===== config.mk =====
export PLATFORM = sky130hd
export DESIGN_NAME = crc_stream_engine_flat
export DESIGN_NICKNAME = d
export VERILOG_FILES = /design/src/rtl/crc_pkg.sv /design/src/rtl/crc_stream_engine_if.sv /design/src/rtl/crc_nstep.sv /design/src/rtl/crc_stream_engine.sv /design/src/flat_wrapper.sv
export SDC_FILE = /design/constraint.sdc
export NUM_CORES = 1
export LEC_CHECK = 0
export ABC_CLOCK_PERIOD_IN_PS = 15200
export BUFFER_PORTS_ARGS = -buffer_cell sky130_fd_sc_hd__buf_2
export CORE_ASPECT_RATIO = 1.75
export CORE_MARGIN = 2
export CORE_UTILIZATION = 60
export DETAILED_ROUTE_END_ITERATION = 16
export PLACE_DENSITY_LB_ADDON = 0.25
export SLEW_MARGIN = 10
export SYNTH_ARGS = -nofsm -noshare
export SYNTH_HDL_FRONTEND = slang
export SYNTH_SLANG_ARGS = --single-unit
export TNS_END_PERCENT = 100

===== constraint.sdc =====
create_clock -name clk -period 15.2 [get_ports clk]
set_clock_uncertainty 0.1 [all_clocks]
set_input_delay 2.28 -clock clk [delete_from_list [all_inputs] [get_ports clk]]
set_output_delay 2.28 -clock clk [all_outputs]
set_load 0.03 [all_outputs]

===== src/rtl/crc_pkg.sv =====
// Shared definitions for the CRC stream engine: default sizes, common presets and FSM encoding.
package crc_pkg;

    localparam int CRC_MAX_W = 16;
    localparam int CRC_DW    = 8;

    localparam logic [15:0] CRC5_EPC_POLY     = 16'h0009;
    localparam logic [15:0] CRC5_EPC_INIT     = 16'h0009;
    localparam logic [15:0] CRC8_SMBUS_POLY   = 16'h0007;
    localparam logic [15:0] CRC16_XMODEM_POLY = 16'h1021;

    typedef enum logic [1:0] {
        IDLE = 2'd0,
        BUSY = 2'd1,
        DONE = 2'd2
    } crc_state_e;

    // Out-of-range widths (0 or above the register size) collapse to the full register.
    function automatic logic [4:0] eff_width(input logic [4:0] w, input int max_w);
        if (w == 5'd0 || int'(w) > max_w) return 5'(max_w);
        return w;
    endfunction

endpackage


===== src/rtl/crc_stream_engine_if.sv =====
// Stream handshake bundle between the framer (master) and the CRC engine (slave).
interface crc_stream_engine_if #(
    parameter int MAX_W = 16,
    parameter int DW    = 8
);
    logic             in_valid;
    logic             in_ready;
    logic [DW-1:0]    in_data;
    logic             in_last;
    logic             out_valid;
    logic             out_ready;
    logic [MAX_W-1:0] out_crc;
    logic             out_ok;

    modport master (
        output in_valid, in_data, in_last, out_ready,
        input  in_ready, out_valid, out_crc, out_ok
    );

    modport slave (
        input  in_valid, in_data, in_last, out_ready,
        output in_ready, out_valid, out_crc, out_ok
    );
endinterface


===== src/rtl/crc_nstep.sv =====
// Combinational DW-bit unrolled CRC update, MSB-first, for a runtime width and polynomial.
module crc_nstep #(
    parameter int MAX_W = 16,
    parameter int DW    = 8
) (
    input  logic [MAX_W-1:0] r_in,
    input  logic [DW-1:0]    data,
    input  logic [4:0]       width,
    input  logic [MAX_W-1:0] poly,
    output logic [MAX_W-1:0] r_out
);
    logic [MAX_W-1:0] mask;
    logic [MAX_W-1:0] top;
    logic [MAX_W-1:0] r;
    logic             fb;

    always_comb begin
        mask = '0;
        top  = '0;
        for (int j = 0; j < MAX_W; j++) begin
            mask[j] = (j < int'(width));
            top[j]  = (j == int'(width) - 1);
        end
        r  = r_in & mask;
        fb = 1'b0;
        // top selects bit W-1 so the feedback tap follows the runtime width.
        for (int i = DW - 1; i >= 0; i--) begin
            fb = (|(r & top)) ^ data[i];
            r  = ((r << 1) ^ (fb ? poly : '0)) & mask;
        end
        r_out = r;
    end
endmodule


===== src/rtl/crc_stream_engine.sv =====
// Framed-stream CRC engine: per-frame latched config, one registered result slot.
// Optional residue checking on RX is enabled by defining CRC_CHECK_EN.
module crc_stream_engine
    import crc_pkg::*;
#(
    parameter int MAX_W = CRC_MAX_W,
    parameter int DW    = CRC_DW
) (
    input  logic             clk,
    input  logic             rst_n,
    crc_stream_engine_if.slave s,
    input  logic [4:0]       cfg_width,
    input  logic [MAX_W-1:0] cfg_poly,
    input  logic [MAX_W-1:0] cfg_init,
    input  logic [MAX_W-1:0] cfg_xorout
`ifdef CRC_CHECK_EN
    ,input logic [MAX_W-1:0] cfg_residue
`endif
);
    // state | meaning
    // IDLE  | no frame in progress, no result pending
    // BUSY  | mid-frame, crc_q holds the running remainder
    // DONE  | result presented on out_crc, waiting for out_ready

    crc_state_e       state_q, state_d;
    logic [MAX_W-1:0] crc_q;
    logic [4:0]       width_q;
    logic [MAX_W-1:0] poly_q, xorout_q;
    logic [MAX_W-1:0] out_crc_q;

    logic             accept, first;
    logic [4:0]       width_use;
    logic [MAX_W-1:0] poly_use, xorout_use, mask_use;
    logic [MAX_W-1:0] r_start, r_next, crc_fin;

    assign s.out_valid = (state_q == DONE);
    assign s.in_ready  = (state_q != DONE) || s.out_ready;
    assign s.out_crc   = out_crc_q;
    assign accept      = s.in_valid && s.in_ready;
    // Any beat not taken in BUSY opens a new frame and reloads the config.
    assign first       = (state_q != BUSY);

    assign width_use  = first ? eff_width(cfg_width, MAX_W) : width_q;
    assign poly_use   = first ? cfg_poly   : poly_q;
    assign xorout_use = first ? cfg_xorout : xorout_q;
    assign r_start    = first ? cfg_init   : crc_q;

    always_comb begin
        mask_use = '0;
        for (int j = 0; j < MAX_W; j++) mask_use[j] = (j < int'(width_use));
    end

    crc_nstep #(.MAX_W(MAX_W), .DW(DW)) u_nstep (
        .r_in  (r_start),
        .data  (s.in_data),
        .width (width_use),
        .poly  (poly_use & mask_use),
        .r_out (r_next)
    );

    assign crc_fin = (r_next ^ xorout_use) & mask_use;

    always_comb begin
        state_d = state_q;
        case (state_q)
            IDLE, BUSY: if (accept) state_d = s.in_last ? DONE : BUSY;
            DONE: begin
                if (accept)           state_d = s.in_last ? DONE : BUSY;
                else if (s.out_ready) state_d = IDLE;
            end
            default: state_d = IDLE;
        endcase
    end

    always_ff @(posedge clk or negedge rst_n) begin
        if (!rst_n) begin
            state_q   <= IDLE;
            crc_q     <= '0;
            width_q   <= '0;
            poly_q    <= '0;
            xorout_q  <= '0;
            out_crc_q <= '0;
        end else begin
            state_q <= state_d;
            if (accept) begin
                crc_q <= r_next;
                if (first) begin
                    width_q  <= width_use;
                    poly_q   <= cfg_poly;
                    xorout_q <= cfg_xorout;
                end
                if (s.in_last) out_crc_q <= crc_fin;
            end
        end
    end

`ifdef CRC_CHECK_EN
    logic [MAX_W-1:0] residue_q, residue_use;
    logic             out_ok_q;

    assign residue_use = first ? cfg_residue : residue_q;
    assign s.out_ok    = out_ok_q;

    // Residue compares the raw remainder, before the output XOR mask.
    always_ff @(posedge clk or negedge rst_n) begin
        if (!rst_n) begin
            residue_q <= '0;
            out_ok_q  <= 1'b0;
        end else if (accept) begin
            if (first)     residue_q <= cfg_residue;
            if (s.in_last) out_ok_q  <= (r_next == (residue_use & mask_use));
        end
    end
`else
    assign s.out_ok = 1'b0;
`endif

endmodule


===== src/flat_wrapper.sv =====
// flat-port wrapper written by rule: the top's interface ports become plain ports
module crc_stream_engine_flat import crc_pkg::*;
#(
    parameter int MAX_W = CRC_MAX_W,
    parameter int DW    = CRC_DW
)
  (clk, rst_n, cfg_width, cfg_poly, cfg_init, cfg_xorout, s_in_valid, s_in_data, s_in_last, s_out_ready, s_in_ready, s_out_valid, s_out_crc, s_out_ok);
  crc_stream_engine_if #(.MAX_W(MAX_W), .DW(DW)) s_i ();
  input  logic clk;
  input  logic rst_n;
  input  logic [4:0] cfg_width;
  input  logic [MAX_W-1:0] cfg_poly;
  input  logic [MAX_W-1:0] cfg_init;
  input  logic [MAX_W-1:0] cfg_xorout;
  input wire logic [$bits(s_i.in_valid)-1:0] s_in_valid;
  input wire logic [$bits(s_i.in_data)-1:0] s_in_data;
  input wire logic [$bits(s_i.in_last)-1:0] s_in_last;
  input wire logic [$bits(s_i.out_ready)-1:0] s_out_ready;
  output wire logic [$bits(s_i.in_ready)-1:0] s_in_ready;
  output wire logic [$bits(s_i.out_valid)-1:0] s_out_valid;
  output wire logic [$bits(s_i.out_crc)-1:0] s_out_crc;
  output wire logic [$bits(s_i.out_ok)-1:0] s_out_ok;
  assign s_i.in_valid = s_in_valid;
  assign s_i.in_data = s_in_data;
  assign s_i.in_last = s_in_last;
  assign s_i.out_ready = s_out_ready;
  assign s_in_ready = s_i.in_ready;
  assign s_out_valid = s_i.out_valid;
  assign s_out_crc = s_i.out_crc;
  assign s_out_ok = s_i.out_ok;
  crc_stream_engine #(.MAX_W(MAX_W), .DW(DW)) u_core (.clk(clk), .rst_n(rst_n), .s(s_i), .cfg_width(cfg_width), .cfg_poly(cfg_poly), .cfg_init(cfg_init), .cfg_xorout(cfg_xorout));
endmodule

==> results of run 1 <==
[per-layer routing]
layer	global-route usage (%)	overflow
met1	63.12	0
met2	82.04	1
met3	41.24	0
met4	60.78	0
met5	6.250	0
[metrics by stage]
stage          instances  setup slack, ps  hold slack (ps)  setup TNS (ps)
3_3_place_gp        1488            153.3            360.5               0
3_5_place_dp        1488           -159.9            365.0           -1240
2_1_floorplan       1188            605.8            348.3               0
4_1_cts             1504            156.7            383.3               0
[Yosys cell counts (all sizes together), types with 16 or more instances]
library cell and count:
nor2 204, o31ai 28, and2 16, xor2 41
mux2i 76, dfrtp 71, buf 29, a21oi 37
mux2 26, nand2 208, nor4 19, nand3 29
clkbuf 32, xnor2 81, o21ai 52, nor3 24
[logic make-up after synthesis]
group / after synthesis / synth area share, %
buffers and inverters: 69 / 3.589
AOI/OAI and AO/OA: 230 / 18.54
DFF: 71 / 20.06
adders and majority gates: 1 / 0.1413
xor gates and xnor gates: 137 / 16.18
muxes: 102 / 11.98
other: 1 / 0.04234
and+or+nand+nor: 577 / 29.47
==> out/metrics.yaml, run 1 <==
clock_tree:
  cts_setup_buffers: 0
  cts-buffers-inserted: 9
  clock_path_buffers: 2
  post_cts_resized: 0
  htree_num_levels: 3
  clock_tree.root_cell: "clkbuf_16"
  postCtsHoldBufs: 0
  cts.sinks: 71
synth:
  synth_warnings: 0
  postSynthCellCount: 1188
  synth_cell_types: 82
  synth_top_area_share_pct: 20.06
  synth_edf_count: 0
  yosysTopAreaCell: "dfrtp_1"
  netlist_area_um2: 8856
  yosysSeqAreaShare_pct: 20.06
  async_reset_ff_share_pct: 100.0
  synth-main-ff-cell: "dfrtp_1"
  synth_area_leaders: "dfrtp_1 (20%), nand2_1 (8.8%), nor2_1 (8.4%)"
  syn_area_per_cell_um2: 7.455
  syn_nets: 1255
  synth-seq-cells: 71
floorplanning:
  io_pins: 85
  initial_core_util_pct: 61.32
  die_x_um: 95.84
  die_y_um: 164.7
  placementRows: 58
placement:
  gp_congestion: 1.192
  dpl.hpwl_mm: 31.60
  placed_area_um2: 9976
  io_buffers: 83
grt:
  grt_overflow: 1
  grt_max_degree: 72
  grt_pass1_vias: 11060
  grt_pass1_wl_mm: 70.50
  grtUsageTotal_pct: 62.33
outcome:
  error: "[ERROR GRT-0116] Global routing finished with congestion. Check the congestion regions in the DRC Viewer."
  failing_step: "5_1_grt"
  status: "stopped before the end"
==> inputs of run 2 (changes only) <==
--- a/config.mk
+++ b/config.mk
@@ -7,11 +7,10 @@
 export LEC_CHECK = 0
 export ABC_CLOCK_PERIOD_IN_PS = 15200
 export BUFFER_PORTS_ARGS = -buffer_cell sky130_fd_sc_hd__buf_2
-export CORE_ASPECT_RATIO = 1.75
 export CORE_MARGIN = 2
-export CORE_UTILIZATION = 60
+export CORE_UTILIZATION = 40
 export DETAILED_ROUTE_END_ITERATION = 16
-export PLACE_DENSITY_LB_ADDON = 0.25
+export PLACE_DENSITY_LB_ADDON = 0.15
 export SLEW_MARGIN = 10
 export SYNTH_ARGS = -nofsm -noshare
 export SYNTH_HDL_FRONTEND = slang
==> run 2 against run 1 <==
The flow now finishes without violations. Synthesized area unchanged. Synthesized cell count unchanged.
==> out/metrics.yaml, run 2 <==
clock_tree:
  cts.sinks: 71
  clock_tree.root_cell: "clkbuf_16"
  postCtsHoldBufs: 0
  cts_tree: "built"
  clock_path_buffers: 2
  cts-buffers-inserted: 9
  htree_num_levels: 3
  clk_pin_slew_worst_paths_ps: 60
  clk_latency_ps: 350
floorplanning:
  die_x_um: 152.8
  die_area_um2: 23350
  placementRows: 54
  die_y_um: 152.8
  core_um2: 21760
  initial_core_util_pct: 40.71
  io_pins: 85
job:
  drv_cap: 0
routing:
  ant_nets: 0
  vias: 10110
  dr.first_iter.drc_count: 1033
  drtPass1Iterations: 6
  drc: 0
  via_per_inst: 6.126
  wl_per_cell_um: 24.90
  routed_wl_mm: 41.12
finish:
  drive_above_1_share_pct: 24.51
  area_delta_synth_final_pct: 23.37
  final_common_cell: "nand2_1"
  stdcell_count: 1651
  multiInputGateArea_um2: 6978
  diodes: 0
  n_fill_cell: 2227
  regArea_um2: 1777
  layout_common_cells: "nand2_1 (205), nor2_1 (195), buf_4 (143)"
  nNetsFinal: 1433
synth:
  yosysTopAreaCell: "dfrtp_1"
  synth_top_family_by_area: "simple AND/OR/NAND/NOR gates"
  netlist_area_um2: 8856
  synth_xor_area_share_pct: 16.18
  async_reset_ff_share_pct: 100.0
  synth_edf_count: 0
  yosysSeqAreaShare_pct: 20.06
  synth_compound_area_share_pct: 18.54
  synthMuxAreaShare_pct: 11.98
  synth_common_cells: "nand2_1 (207), nor2_1 (199), xnor2_1 (80), mux2i_1 (74), dfrtp_1 (71)"
  synth_warnings: 0
  synthAdderAreaFrac_pct: 0.1413
  synth-main-ff-cell: "dfrtp_1"
  synth_top_area_share_pct: 20.06
  synthSimpleGateAreaFrac_pct: 29.47
  synth-seq-cells: 71
  synth_cell_types: 82
  synth.most_common_cell: "nand2_1"
  syn_nets: 1255
  synth_area_leaders: "dfrtp_1 (20%), nand2_1 (8.8%), nor2_1 (8.4%)"
  syn_area_per_cell_um2: 7.455
  postSynthCellCount: 1188
grt:
  grt_max_degree: 72
  grtUsageTotal_pct: 33.76
  antenna_found_initial: 1
  grt_pass1_vias: 9288
  grt_overflow: 0
  grt_pass1_wl_mm: 59.28
placement:
  gp_congestion: 1.050
  dp_slack_ps: -155.1
  io_buffers: 83
  dpl.cell_count: 1621
  dpl.hpwl_mm: 31.69
outcome:
  status: "completed"
sta:
  slew_headroom_pct: 26.37
  final-setup-viol-count: 0
  fin_crit_ps: 14820
  hold_ws_ps: 381.4
  worst_pin_slew_ps: 1102
  final.period_utilization_pct: 97.53
  fin_ws_ps: 375.3
  drv_slew: 0
  max_freq_mhz: 67.45
  hold_viol: 0
worst_setup_path:
  r2r.worst_path.cells: 51
  crit_arrival_ps: 14950
  regToRegSetupSlack_ps: 1810
  crit_type: "input pin to flip-flop"
  startpoint: "cfg_width[3]"
  endpoint_kind: "flip-flop"
  cp.required_ps: 15330
  start_kind: "input pin"
  cp_common_cell: "buf_4"
  r2r_end: "u_core.s.out_crc[13]"
  critPathCapture: "u_core.s.out_crc[13]"
  cpMaxStageDelayCell: "or4_4"
  cpPeakStageDelay_ps: 590
  r2r_start: "u_core.state_q[1]"
  critPathMaxFanout: 12
pwr:
  leakagePower_nw: 4.723
  ir_drop_v: 0.00007951
  p_per_area_nw_per_um2: 176.7
hold_path:
  hold_class: "flip-flop to flip-flop"
==> run 2: worst min path at each step <==
stage                         from                   to  slack [ps]  cells after the start
2_1_floorplan     u_core.crc_q[13]     u_core.crc_q[13]         350                      2
3_3_place_gp    u_core.xorout_q[0]   u_core.xorout_q[0]         360                      2
5_1_grt           u_core.poly_q[2]     u_core.poly_q[2]         410                      2
6_report       u_core.xorout_q[12]  u_core.xorout_q[12]         380                      2
4_1_cts            u_core.crc_q[3]      u_core.crc_q[3]         390                      2
3_5_place_dp       u_core.crc_q[3]      u_core.crc_q[3]         370                      2
==> run 2: per-stage QoR <==
step	power [mW]	instance area, um2	setup TNS [ps]	util, %
CTS	1.851	10630	0	48.87
global route	2.027	10930	-205.4	50.22
finish	1.930	10930	0	50.22
global placement	1.630	10340	0	47.55
detailed placement	1.635	10340	-1417	47.55
floorplan	1.175	8856	0	-
==> run 2: cell families after synthesis <==
group                      after synthesis
and+or+nand+nor                        577
xor gates and xnor gates               137
DFF                                     71
AOI/OAI and AO/OA                      230
buffers and inverters                   69
muxes                                  102
other                                    1
adders and majority gates                1
==> run 2: power by group <==
part | internal [mW] | switching (mW)
Sequential | 0.247 | 0.0468
Combinational | 0.595 | 0.829
Clock | 0.114 | 0.0977
==> run 2: layout make-up <==
class / count / area share, %
multi-input cells: 1050 / 63.87
clock buffers: 9 / 2.061
repair buffers: 226 / 13.77
well taps: 280 / 3.207
inverters: 8 / 0.2749
clock inverters: 7 / 0.5612
flip-flops and latches: 71 / 16.26
==> run 2: critical path: cells and delay by family <==
kind | cells | cell delay, ps
adders and majority gates | 1 | 320
muxes | 4 | 840
AOI/OAI and AO/OA | 15 | 4540
buffers and inverters | 8 | 1190
xor gates and xnor gates | 4 | 710
and+or+nand+nor | 20 | 5040
==> run 2: repair_timing <==
action | in CTS | in global routing
endpoints found under the setup margin | 0 | 32
buffers inserted | 0 | 12
resized for setup | 0 | 42
==> run 2: layer usage <==
| layer | global-route usage, % | routed length, um | vias to the layer above |
|---|---|---|---|
| li1 | - | - | 4594 |
| met3 | 6.797 | 3909 | 131 |
| met5 | 0 | 0 | - |
| met1 | 45.47 | 17110 | 4799 |
| met2 | 52.70 | 18130 | 590 |
| met4 | 14.46 | 1972 | 0 |
Power figures use the tool's default switching activity.
